<file path="config.mk">
export PLATFORM = sky130hd
export DESIGN_NAME = acc_7r
export DESIGN_NICKNAME = d
export VERILOG_FILES = /design/src/rtl/sum_7r.sv /design/src/rtl/acc_7r.sv
export SDC_FILE = /design/constraint.sdc
export NUM_CORES = 1
export LEC_CHECK = 0
export ABC_AREA = 1
export CAP_MARGIN = 20
export CORE_MARGIN = 2
export CORE_UTILIZATION = 53
export CTS_BUF_LIST = sky130_fd_sc_hd__clkbuf_8
export DETAILED_ROUTE_END_ITERATION = 16
export HOLD_SLACK_MARGIN = 0.02
export PLACE_DENSITY_LB_ADDON = 0.1
export SLEW_MARGIN = 20
export SYNTH_ARGS = -nofsm -noshare
export SYNTH_HDL_FRONTEND = slang
export SYNTH_SLANG_ARGS = --single-unit
</file>
<file path="constraint.sdc">
create_clock -name clk -period 8.1 [get_ports clk]
set_input_delay 2.025 -clock clk [delete_from_list [all_inputs] [get_ports clk]]
set_output_delay 2.025 -clock clk [all_outputs]
set_load 0.1 [all_outputs]
</file>
<file path="src/rtl/sum_7r.sv">
// 7-bit ripple-carry adder: Sout = Ain + Bin + Ci, carry-out on Co.
module sum_7r (
    input  logic [6:0] Ain,
    input  logic [6:0] Bin,
    input  logic       Ci,
    output logic [6:0] Sout,
    output logic       Co
);

    localparam int unsigned W = 7;

    logic carry;

    // Carry ripples LSB to MSB through one full adder per bit.
    always_comb begin
        carry = Ci;
        Sout  = '0;
        for (int i = 0; i < int'(W); i++) begin
            Sout[i] = Ain[i] ^ Bin[i] ^ carry;
            carry   = (Ain[i] & Bin[i]) | (carry & (Ain[i] ^ Bin[i]));
        end
        Co = carry;
    end

endmodule

</file>
<file path="src/rtl/acc_7r.sv">
// Counted 7-bit accumulator around sum_7r: start/len command, valid/ready operand
// stream in, valid/ready result out, sticky carry-out flag per run.
module acc_7r #(
    parameter int unsigned CNT_W = 4
) (
    input  logic             clk,
    input  logic             rst,
    input  logic             start,
    input  logic [CNT_W-1:0] len,
    input  logic [6:0]       din,
    input  logic             din_valid,
    output logic             din_ready,
    output logic [6:0]       sum,
    output logic             ovf,
    output logic             dout_valid,
    input  logic             dout_ready,
    output logic             busy
);

    localparam int unsigned DW = 7;

    typedef enum logic [1:0] {
        S_IDLE = 2'd0,
        S_ACC  = 2'd1,
        S_DONE = 2'd2
    } state_t;

    state_t           state;
    state_t           state_nxt;
    logic [DW-1:0]    acc;
    logic [DW-1:0]    acc_nxt;
    logic             ovf_nxt;
    logic [CNT_W-1:0] cnt;
    logic [CNT_W-1:0] cnt_nxt;

    logic [DW-1:0]    add_s;
    logic             add_co;
    logic             beat;

    sum_7r u_add (
        .Ain  (acc),
        .Bin  (din),
        .Ci   (1'b0),
        .Sout (add_s),
        .Co   (add_co)
    );

    // din_ready is a registered state decode, so a beat never depends on din_valid combinationally.
    assign beat = din_valid & din_ready;
    assign sum  = acc;

    // Next-state and datapath update.
    always_comb begin
        state_nxt = state;
        acc_nxt   = acc;
        ovf_nxt   = ovf;
        cnt_nxt   = cnt;
        unique case (state)
            S_IDLE: begin
                if (start) begin
                    acc_nxt = '0;
                    ovf_nxt = 1'b0;
                    if (len != '0) begin
                        cnt_nxt   = len;
                        state_nxt = S_ACC;
                    end else begin
                        state_nxt = S_DONE;
                    end
                end
            end
            S_ACC: begin
                if (beat) begin
                    acc_nxt = add_s;
                    ovf_nxt = ovf | add_co;
                    cnt_nxt = cnt - CNT_W'(1);
                    if (cnt == CNT_W'(1)) begin
                        state_nxt = S_DONE;
                    end
                end
            end
            S_DONE: begin
                if (dout_ready) begin
                    state_nxt = S_IDLE;
                end
            end
            default: begin
                state_nxt = S_IDLE;
            end
        endcase
    end

    // State, datapath and registered handshake outputs.
    always_ff @(posedge clk) begin
        if (rst) begin
            state      <= S_IDLE;
            acc        <= '0;
            ovf        <= 1'b0;
            cnt        <= '0;
            din_ready  <= 1'b0;
            dout_valid <= 1'b0;
            busy       <= 1'b0;
        end else begin
            state      <= state_nxt;
            acc        <= acc_nxt;
            ovf        <= ovf_nxt;
            cnt        <= cnt_nxt;
            din_ready  <= (state_nxt == S_ACC);
            dout_valid <= (state_nxt == S_DONE);
            busy       <= (state_nxt != S_IDLE);
        end
    end

endmodule

</file>
==> impl_metrics.yaml <==
run_status:
  outcome: "complete, no violations"
timing:
  tightestPinTransition_ns: 0.969
  finalHoldViolCount: 0
  maxSlewViolCount: 0
  period_minus_slack_ns: 4.98
  setup_viol: 0
  grt_setup_unrepaired: "no"
  timing.final.ws_setup_ns: 3.12
  min_period_over_period: 0.614
  slew_headroom: 0.352
  tns_ns: 0
  fmax_ghz: 0.201
  final.setup_skew_ns: 0.00397
drt:
  drt-total-wl_um: 2120
  first_pass_iters: 4
  avgRoutedWirePerCell_um: 11.5
  drt-vias-per-instance: 5.02
  drtAntennaViolNets: 0
  vias: 923
  drtIter0Drc: 29
  drc: 0
clock_network:
  cts_resized: 0
  clock_sinks: 17
  clk_pin_slew_worst_paths_ns: 0.07
  cts-htree-levels: 1
  cts_inserted_buffers: 3
  ctsRootBufferMaster: "clkbuf_8"
  holdBufCountCts: 0
  post_cts_buffers: 0
  cts_tree: "built"
  worstSkewPairLatency_ns: 0.25
  clockBufferDepth: 2
synth:
  synth_flop_cell: "dfxtp_1"
  synth_nets: 156
  syn_avg_cell_area_um2: 7.61
  yosys_register_bits: 17
  synth_cells: 131
  async_reset_ff_frac: 0
  synth_warnings: 0
  synth_edf_count: 0
  ys_seq_area_frac: 0.341
  yosysUniqueCellTypes: 21
  netlist_area_um2: 997
final_layout:
  drive_above_1_share: 0.0818
  finalInstanceArea_um2: 1320
  final_util: 0.756
  syn2layout_area_growth_pct: 32.4
  final_cell_mix: "clkdlybuf4s50_1, inv_1, nand2_1, nor2_1, dfxtp_1"
  finalNetCount: 185
  final_common_cell: "clkdlybuf4s50_1"
  antenna_cells: 0
critical_path:
  cpPeakStageDelay_ns: 0.47
  critical_path.slowest_cell: "clkdlybuf4s50_1"
  crit_buf_inv: 5
  crit_family: "adder cells"
  crit_top_cell: "fa_1"
  arrival_ns: 5.13
  worstSetupEndpointType: "flop"
  worstPathCellList: "clkdlybuf4s50_1, ha_1, inv_1, fa_1, fa_1, fa_1, inv_1, fa_1, inv_1, fa_1, inv_1, fa_1, a21oi_1, nor2_1"
  cp.required_ns: 8.25
  path_class: "input pin to flop"
  cp-start-kind: "input pin"
  path_max_fanout: 1
grt:
  track_usage: 0.215
  grt_pass1_wl_um: 3260
  antenna_found_initial: 0
  grt_max_degree: 19
  grt_pass1_vias: 781
  grt_overflow: 0
hold_path:
  hold_path_class: "flop to flop"
placed_design:
  placed_cell_area_um2: 1270
  dp_slack_ns: 2.80
  place_hpwl_um: 1610
  portBuffers: 26
  place_congestion: 0.823
power:
  p_int_w: 0.000155
  clkPwrFrac: 0.253
  leakage_nw: 0.600
  switchingPower_w: 0.000102
  power.density_nw_per_um2: 195
  swShare: 0.397
  peakVddDrop_uv: 149
  comb_power_share: 0.371
  pwr-share-seq: 0.376
floorplanning:
  die_area_um2: 2240
  ios: 27
  std_cell_rows: 15
  design.core.area_um2: 1750
  initial_core_util: 0.571
  die_h_um: 47.4
  dieWidth_um: 47.4
flow_run:
  drv_cap: 0
-- cell type report --
| class | count | area (µm²) |
|---|---|---|
| repair buffers | 26 | 260 |
| well taps | 25 | 31.3 |
| flip-flops and latches | 17 | 340 |
| inverters | 25 | 93.8 |
| clock buffers | 3 | 41.3 |
| clock inverters | 1 | 5.00 |
| multi-input cells | 87 | 548 |
| fillers | 137 | 425 |
-- cell families (layout without fill, tap and decap cells) --
logic type / after synthesis / count (layout) / synth area share
AOI/OAI and AO/OA: 25 / 25 / 0.129
buffers and inverters: 27 / 55 / 0.109
adders and majority gates: 9 / 9 / 0.158
and+or+nand+nor: 53 / 53 / 0.262
DFF: 17 / 17 / 0.341
-- Yosys cell counts, types with 2 or more instances --
cell,number,area share
nand3_1,8,0.040
dfxtp_1,17,0.34
nand2_4,2,0.023
ha_1,3,0.038
o21ai_0,13,0.065
inv_1,24,0.090
fa_1,6,0.12
a21oi_1,9,0.045
o21ai_1,2,0.010
nand2_1,19,0.072
nor2_1,18,0.068
-- worst min-delay path, cell delays in order, from the launching register on --
cell and delay, ns:
dfxtp_1 0.33, a21oi_1 0.05, nor3_2 0.09
-- path summary, 6_finish.rpt --
path / start / slack, ns / endpoint / cells past startpoint
max: din[0] / 3.12 / sum[6] / 14
min: ovf / 0.51 / ovf / 2
max reg2reg: sum[0] / 5.01 / sum[6] / 13
min reg2reg: ovf / 0.51 / ovf / 2
-- layer usage --
| layer | track usage | up-vias | share of wire |
|---|---|---|---|
| met5 | 0 | - | 0 |
| met4 | 0.0889 | 0 | 0.015 |
| met3 | 0.0462 | 5 | 0.046 |
| met2 | 0.357 | 27 | 0.50 |
| met1 | 0.270 | 427 | 0.44 |
| li1 | - | 464 | - |
-- power by group through the flow --
stage	sequential [W]	clock (W)	combinational [W]
finish	0.0000967	0.0000651	0.0000954
global route	0.0000972	0.0000693	0.000103
CTS	0.0000966	0.0000660	0.0000960
detailed placement	0.0000985	0	0.0000954
global placement	0.0000981	0	0.0000930
floorplan	0.000132	0	0.0000369
-- registers in the layout, summed over array words and instances (netlist names) --
name / cells
state: 2
busy: 1
ovf: 1
sum: 7
dout_valid: 1
din_ready: 1
cnt: 4
-- metrics by stage --
| stage | std cells | total power [W] | hold WS (ns) |
|---|---|---|---|
| 2_1_floorplan | 131 | 0.000169 | 0.471 |
| 3_3_place_gp | 180 | 0.000191 | 0.491 |
| 3_5_place_dp | 180 | 0.000194 | 0.496 |
| 4_1_cts | 184 | 0.000259 | 0.515 |
| 5_1_grt | 184 | 0.000270 | 0.540 |
| 6_report | 184 | 0.000257 | 0.508 |
No activity file was read; power rests on OpenSTA's default activity.
